[config.mk]
export PLATFORM = sky130hd
export DESIGN_NAME = ch0re_div
export DESIGN_NICKNAME = d
export VERILOG_FILES = /design/src/rtl/ch0re_div.sv
export SDC_FILE = /design/constraint.sdc
export NUM_CORES = 1
export LEC_CHECK = 0
export ABC_CLOCK_PERIOD_IN_PS = 5200
export CORE_MARGIN = 2
export CORE_UTILIZATION = 50
export DETAILED_ROUTE_END_ITERATION = 16
export PLACE_DENSITY = 0.71
export SYNTH_ARGS = -nofsm -noshare
export SYNTH_HDL_FRONTEND = slang
export SYNTH_SLANG_ARGS = --single-unit
export TNS_END_PERCENT = 50
[constraint.sdc]
create_clock -name i_clk -period 5.2 [get_ports i_clk]
set_input_delay 1.04 -clock i_clk [delete_from_list [all_inputs] [get_ports i_clk]]
set_output_delay 1.04 -clock i_clk [all_outputs]
set_load 0.02 [all_outputs]
[src/rtl/ch0re_div.sv]
// RV64M divide/remainder (DIV/DIVU/REM/REMU + W forms), radix-2 restoring, one quotient bit per cycle.
// Latency: N+1 edges after accept (N=64, or 32 for W); 1 edge for divide-by-zero/overflow (and early-out).
// Backpressure: o_ready only in IDLE; result held in DONE until i_ready; i_flush drops work. Option: CH0RE_DIV_EARLY_OUT_EN.
module ch0re_div #(
    parameter int XLEN = 64
) (
    input  logic            i_clk,
    input  logic            i_rst,
    input  logic            i_flush,
    input  logic            i_valid,
    output logic            o_ready,
    input  logic [1:0]      i_op,
    input  logic            i_i64,
    input  logic [XLEN-1:0] i_s1,
    input  logic [XLEN-1:0] i_s2,
    output logic            o_valid,
    input  logic            i_ready,
    output logic [XLEN-1:0] o_res
);

    localparam int CW = $clog2(XLEN + 1);
    localparam logic [XLEN-1:0] X_MIN = {1'b1, {(XLEN-1){1'b0}}};
    localparam logic [XLEN-1:0] W_MIN = {{(XLEN-31){1'b1}}, {31{1'b0}}};

    typedef enum logic [1:0] {IDLE, BUSY, DONE} state_t;

    state_t            state, state_nx;
    logic [1:0]        op_q;
    logic              w_q, negq, negr;
    logic [XLEN-1:0]   dvs, quo, rem, res_q;
    logic [CW-1:0]     cnt;

    logic              sgn, a_neg, b_neg, div0, ovf, early, fast, accept;
    logic [XLEN-1:0]   a, b, a_mag, b_mag, fast_q, fast_r;
    logic [XLEN:0]     rem_sh;
    logic              ge;
    logic [XLEN-1:0]   rem_nx, q_fix, r_fix, sel, res_nx;

    assign accept  = i_valid && (state == IDLE) && !i_flush;
    assign o_ready = (state == IDLE);
    assign o_valid = (state == DONE);
    assign o_res   = res_q;

    // Operand preparation and special-case detection on the raw request.
    always_comb begin
        sgn = ~i_op[0];
        a   = i_s1;
        b   = i_s2;
        if (i_i64) begin
            a = {{(XLEN-32){sgn & i_s1[31]}}, i_s1[31:0]};
            b = {{(XLEN-32){sgn & i_s2[31]}}, i_s2[31:0]};
        end
        a_neg = sgn & a[XLEN-1];
        b_neg = sgn & b[XLEN-1];
        a_mag = a_neg ? -a : a;
        b_mag = b_neg ? -b : b;
        div0  = (b == '0);
        ovf   = sgn && (b == '1) && (a == (i_i64 ? W_MIN : X_MIN));
`ifdef CH0RE_DIV_EARLY_OUT_EN
        early = !div0 && (a_mag < b_mag);
`else
        early = 1'b0;
`endif
        fast  = div0 | ovf | early;
        // Fast results are parked in quo/rem so the common finalize step serves them too.
        fast_q = '1;
        fast_r = a;
        if (ovf) begin
            fast_q = a;
            fast_r = '0;
        end else if (early) begin
            fast_q = '0;
            fast_r = a;
        end
    end

    // One restoring step plus final sign correction / width selection.
    always_comb begin
        rem_sh = {rem, quo[XLEN-1]};
        ge     = (rem_sh >= {1'b0, dvs});
        rem_nx = ge ? (rem_sh[XLEN-1:0] - dvs) : rem_sh[XLEN-1:0];
        q_fix  = negq ? -quo : quo;
        r_fix  = negr ? -rem : rem;
        sel    = op_q[1] ? r_fix : q_fix;
        res_nx = w_q ? {{(XLEN-32){sel[31]}}, sel[31:0]} : sel;
    end

    // State register.
    always_ff @(posedge i_clk) begin
        if (i_rst) state <= IDLE;
        else       state <= state_nx;
    end

    // Next-state logic; a fast request spends one BUSY cycle with zero iterations.
    always_comb begin
        state_nx = state;
        case (state)
            IDLE: if (accept) state_nx = BUSY;
            BUSY: begin
                if (i_flush)         state_nx = IDLE;
                else if (cnt == '0)  state_nx = DONE;
            end
            DONE: if (i_flush || i_ready) state_nx = IDLE;
            default: state_nx = IDLE;
        endcase
    end

    // Datapath: latch request on accept, iterate in BUSY, register result on the last BUSY cycle.
    always_ff @(posedge i_clk) begin
        if (i_rst) begin
            op_q  <= '0;
            w_q   <= 1'b0;
            negq  <= 1'b0;
            negr  <= 1'b0;
            dvs   <= '0;
            quo   <= '0;
            rem   <= '0;
            cnt   <= '0;
            res_q <= '0;
        end else if (accept) begin
            op_q <= i_op;
            w_q  <= i_i64;
            dvs  <= b_mag;
            if (fast) begin
                quo  <= fast_q;
                rem  <= fast_r;
                negq <= 1'b0;
                negr <= 1'b0;
                cnt  <= '0;
            end else begin
                // W forms start with the 32-bit magnitude in the top half so bit XLEN-1 feeds each step.
                quo  <= i_i64 ? {a_mag[31:0], 32'b0} : a_mag;
                rem  <= '0;
                negq <= a_neg ^ b_neg;
                negr <= a_neg;
                cnt  <= i_i64 ? CW'(XLEN/2) : CW'(XLEN);
            end
        end else if (state == BUSY && !i_flush) begin
            if (cnt != '0) begin
                quo <= {quo[XLEN-2:0], ge};
                rem <= rem_nx;
                cnt <= cnt - 1'b1;
            end else begin
                res_q <= res_nx;
            end
        end
    end

endmodule

==> summary.md <==
The flow ran to the end, and the final reports show no timing, DRC or antenna violations. The number of levels in the clock H-tree was 1; the detailed-route wire length was 97990 um. Dividing total power by cell area gives a power density of 300.9 mW/mm2. The layout net count is 3540, and the total buffers and inverters traversed by the critical path is 1. The starting density of the core is 0.5048, and the post-synthesis average cell area is 7.010 um2.

The share of the cycle needed by the critical path after routing is 0.8606. On the final layout, the worst hold slack is 0.4514 ns. The largest fanout of any net on the critical path is 6.

The fraction of layout cells with a size suffix above 1 is 0.05816, and the cell-internal power is 0.004736 W. The largest single stage delay on the critical path is 0.61 ns. On the critical path, the stage with the largest delay is an instance of sky130_fd_sc_hd__or4_1. VDD sags by at most 0.0002687 V. Walking the worst path, the cells encountered are clkdlybuf4s50_1 > or4_1 > or3_1 > or4_4 > or4b_4 > nor2_4 > a21oi_1 > a21oi_1 > xnor2_1 > mux2i_1 > and3_1 > a2111oi_0. The clock edge transition at the registers on the reported setup and hold paths is 0.06 ns.

The run gives 2883 as the number of DRC violations after detailed-routing iteration 0. The most repeated library cell on the critical path is sky130_fd_sc_hd__a21oi_1. The routability congestion estimate came out at 1.057. The placeable core region was 0.04519 mm2; the net switching component of the power was 0.003221 W. The tools report the number of distinct library cells after synthesis as 84. Setup repair after global routing left no endpoint under its margin.

Async set-reset flop share out of synthesis: 0. The width of the die was 217.6 um; the post-layout worst setup margin was 0.7250 ns. The achievable frequency is 223.5 MHz. Synthesis handed over a netlist of 3254 instances. In this run the vertical extent of the chip is 217.6 um. The kind of cell with the highest combined delay on the critical path was simple AND/OR/NAND/NOR gates.

The post-layout instance count excluding filler cells is 3957, and the detailed-placement wirelength estimate is 76360 um. The run gives 0.04735 mm2 as the full die area. The instance count after placement with tap cells included is 3899, and the setup slack on the worst flop-to-flop path is 0.72 ns. For the number of global-route vias before repair, the log shows 23761. Clock latency on the worst-skew pair, taken at its later pin, is 0.61 ns. The layout has 4365 filler cells. CTS saw 269 sinks.

Data on the critical path arrives at its endpoint at 4.97 ns. Start-to-end type of the worst setup path: in -> reg. STA classifies the critical path startpoint as an input port. For the pin with the worst max-slew slack, the measured transition is 1.236 ns. Setup violations remaining at the end of the flow were counted as 0. TritonCTS built the clock tree. The tree is rooted in a sky130_fd_sc_hd__clkbuf_16. The clock group share of total power was 0.284.

In this run the critical register-to-register path is captured at rem[39]. The hold violation total from the final report was 0; the global routing usage summed across all routing layers was 0.4002. For the combinational cell fraction of total power, the log shows 0.412. Part of the total power dissipated in sequential elements: 0.303. The number of cells traversed by the worst hold path is 2. In this run the most critical hold path is launched from o_res[21]. The longest clock path from root to sink contains 3 buffers. The first global-routing pass estimated 146100 um of wire.

For the final routed database, the setup TNS stands at 0 ns. The mean number of vias per cell came out at 6.502. The total number of vias is 25730.

For the finished layout, the period the worst path requires is 4.475 ns. The tools report the startpoint of the worst-slack reg-to-reg timing path as rem[25]. Synthesis produced a netlist with a net count of 3462. The number of remaining DRC errors is 0. The type of the tightest min-delay check was reg -> reg.

Yosys mapped a number of flops with a built-in enable equal to 0. For this design the static power due to leakage is 9.502 nW. The length of the first detailed-routing pass in iterations is 5. Row generation in the floorplan step produced 78 rows.

The tools report the capture endpoint of the worst hold path as o_res[21]. The logs give 0 for the number of max-slew violations in the final report and 5.70 ns for the required time at the endpoint of the critical path. Timing analysis after detailed placement gives a worst setup slack of 0.1500 ns. For the proportion of synthesized chip area in sequential cells, the log shows 0.2361. The detail route stage leaves a number of antenna-violating nets equal to 0. The number of gates resized after CTS was 0. The worst setup path is captured at a flop.

Entering global routing, the biggest net connects 123 pins. Clock skew on the completed layout was measured at 0.01905 ns. The count of max-cap constraint violations was 0; the number of antenna violations at the first check in global routing was 4.

For this run, the leading register cell type out of synthesis is sky130_fd_sc_hd__dfxtp_1. Area added between synthesis and finish: 15.94%. During placement, the flow inserted port buffers numbering 201. Measured in cells, the most critical reg-to-reg path has a length of 13.

For this run the aggregate overflow at the end of global routing stands at 0. For this design the top-level I/O count stands at 202. The post-route core utilization is 0.5853, and the synthesized flop and latch total is 269. The routed length per placed instance came out at 24.76 um.

Clock tree synthesis inserted a total of 31 buffers. For the normalized max-slew margin, the log shows 0.1760. The hold-fix buffer count after cts was 0; the warning count from the yosys run was 0. Post-synthesis instance area: 0.02281 mm2. The number of setup buffers added after CTS is 0. The switching power share of the total is 0.4048.
==> per-stage QoR <==
step           cell area (um2)  power (W)
2_1_floorplan            22810   0.004530
3_3_place_gp             25410   0.005586
3_5_place_dp             25410   0.005610
4_1_cts                  26440   0.007863
5_1_grt                  26440   0.008298
6_report                 26450   0.007957
==> synthesized netlist by cell type, types with 16 or more instances <==
master                       n  area share
sky130_fd_sc_hd__nor4_1     49       0.013
sky130_fd_sc_hd__o41ai_1    28       0.011
sky130_fd_sc_hd__a31oi_1    43       0.012
sky130_fd_sc_hd__or4_1      27      0.0089
sky130_fd_sc_hd__a311oi_1   29       0.011
sky130_fd_sc_hd__nor3_1     90       0.020
sky130_fd_sc_hd__a21boi_0   16      0.0053
sky130_fd_sc_hd__xor2_1    128       0.049
sky130_fd_sc_hd__clkbuf_1  217       0.036
sky130_fd_sc_hd__ha_1       71       0.039
sky130_fd_sc_hd__and3_1     19      0.0052
sky130_fd_sc_hd__mux2i_1    24       0.011
sky130_fd_sc_hd__a211oi_1  133       0.044
sky130_fd_sc_hd__a21o_1     43       0.014
sky130_fd_sc_hd__and2_1     18      0.0049
sky130_fd_sc_hd__inv_1     106       0.017
sky130_fd_sc_hd__nand4_1    50       0.014
sky130_fd_sc_hd__nand2b_1   24      0.0066
sky130_fd_sc_hd__nor2b_1    16      0.0044
sky130_fd_sc_hd__nand3_1    46       0.010
sky130_fd_sc_hd__nor2_1    398       0.065
sky130_fd_sc_hd__o21bai_1   25      0.0082
sky130_fd_sc_hd__or2_2      16      0.0044
sky130_fd_sc_hd__nand2_1   345       0.057
sky130_fd_sc_hd__a21oi_1   303       0.066
sky130_fd_sc_hd__or3_1      41       0.011
sky130_fd_sc_hd__o21ai_0   232       0.051
sky130_fd_sc_hd__xnor2_1   168       0.065
sky130_fd_sc_hd__o31ai_1    63       0.021
sky130_fd_sc_hd__dfxtp_1   269        0.24
sky130_fd_sc_hd__o211ai_1   34       0.011
==> sequential cells by signal, indices dropped and copies added (netlist names) <==
| register | flops |
|---|---|
| dvs | 64 |
| o_res | 64 |
| quo | 64 |
| rem | 64 |
| cnt | 7 |
| state | 2 |
| negq | 1 |
| negr | 1 |
| op_q | 1 |
| w_q | 1 |
==> cells by family after synthesis <==
kind of cell             after synthesis  synth area share
AND/OR/NAND/NOR                     1180            0.2418
flip-flops                           269            0.2361
adder cells (fa/ha/maj)               72           0.03982
XOR/XNOR                             296            0.1136
AO/OA/AOI/OAI                       1057            0.2961
buffers and inverters                348           0.05803
multiplexers                          32           0.01448
==> placed cells by master, fill, tap and decap left out, types with 27 or more instances in the layout <==
master	count
sky130_fd_sc_hd__nand3_1	46
sky130_fd_sc_hd__xnor2_1	168
sky130_fd_sc_hd__a211oi_1	133
sky130_fd_sc_hd__nand4_1	50
sky130_fd_sc_hd__or4_1	27
sky130_fd_sc_hd__o211ai_1	34
sky130_fd_sc_hd__ha_1	71
sky130_fd_sc_hd__nor4_1	49
sky130_fd_sc_hd__a31oi_1	43
sky130_fd_sc_hd__a311oi_1	29
sky130_fd_sc_hd__dfxtp_1	266
sky130_fd_sc_hd__buf_4	79
sky130_fd_sc_hd__o31ai_1	63
sky130_fd_sc_hd__nor3_1	90
sky130_fd_sc_hd__a21o_1	43
sky130_fd_sc_hd__nor2_1	396
sky130_fd_sc_hd__clkdlybuf4s50_1	199
sky130_fd_sc_hd__o41ai_1	28
sky130_fd_sc_hd__a21oi_1	299
sky130_fd_sc_hd__xor2_1	128
sky130_fd_sc_hd__o21ai_0	232
sky130_fd_sc_hd__clkbuf_16	31
sky130_fd_sc_hd__inv_1	106
sky130_fd_sc_hd__or3_1	41
sky130_fd_sc_hd__nand2_1	344
==> per-layer routing <==
metal / share of wire / global-route usage / vias to the layer above
met3: 0.10 / 0.07001 / 300
met5: 0.00013 / 0 / -
met2: 0.43 / 0.6171 / 1522
met4: 0.068 / 0.2322 / 2
met1: 0.40 / 0.5245 / 11974
li1: - / - / 11932
==> layout make-up <==
| cell class | instances | area [um2] | area share |
|---|---|---|---|
| diodes | 4 | 10.01 | 0.0003785 |
| clock buffers | 43 | 880.8 | 0.03330 |
| clock inverters | 11 | 148.9 | 0.005630 |
| inverters | 108 | 405.4 | 0.01533 |
| multi-input cells | 2637 | 16160 | 0.6110 |
| flip-flops and latches | 269 | 5391 | 0.2039 |
| well taps | 600 | 750.7 | 0.02838 |
| repair buffers | 285 | 2701 | 0.1021 |
==> power groups by stage <==
| stage | clock network (W) | logic [W] | registers (W) |
|---|---|---|---|
| after CTS | 0.00228 | 0.00318 | 0.00240 |
| after floorplan | 0 | 0.00216 | 0.00237 |
| after global placement | 0 | 0.00315 | 0.00244 |
| final | 0.00226 | 0.00328 | 0.00241 |
| after global routing | 0.00236 | 0.00352 | 0.00242 |
| after detailed placement | 0 | 0.00317 | 0.00244 |
==> worst max path at each step <==
stage,startpoint,endpoint,slack [ns],cells past startpoint
3_3_place_gp,i_s1[14],quo[62],0.23,12
3_5_place_dp,i_s1[14],quo[62],0.15,12
4_1_cts,i_s1[14],quo[62],0.78,12
2_1_floorplan,i_s1[14],quo[62],0.96,11
6_report,i_s1[14],quo[62],0.72,12
5_1_grt,rem[25],rem[39],0.46,13
==> worst register-to-register path, delay by kind of cell (launching register included) <==
family	cells	cell delay, ns
AO/OA/AOI/OAI	7	2.03
adder cells (fa/ha/maj)	1	0.38
buffers and inverters	2	0.83
flip-flops	1	0.46
multiplexers	1	0.24
AND/OR/NAND/NOR	2	0.41
Power figures use the tool's default switching activity.
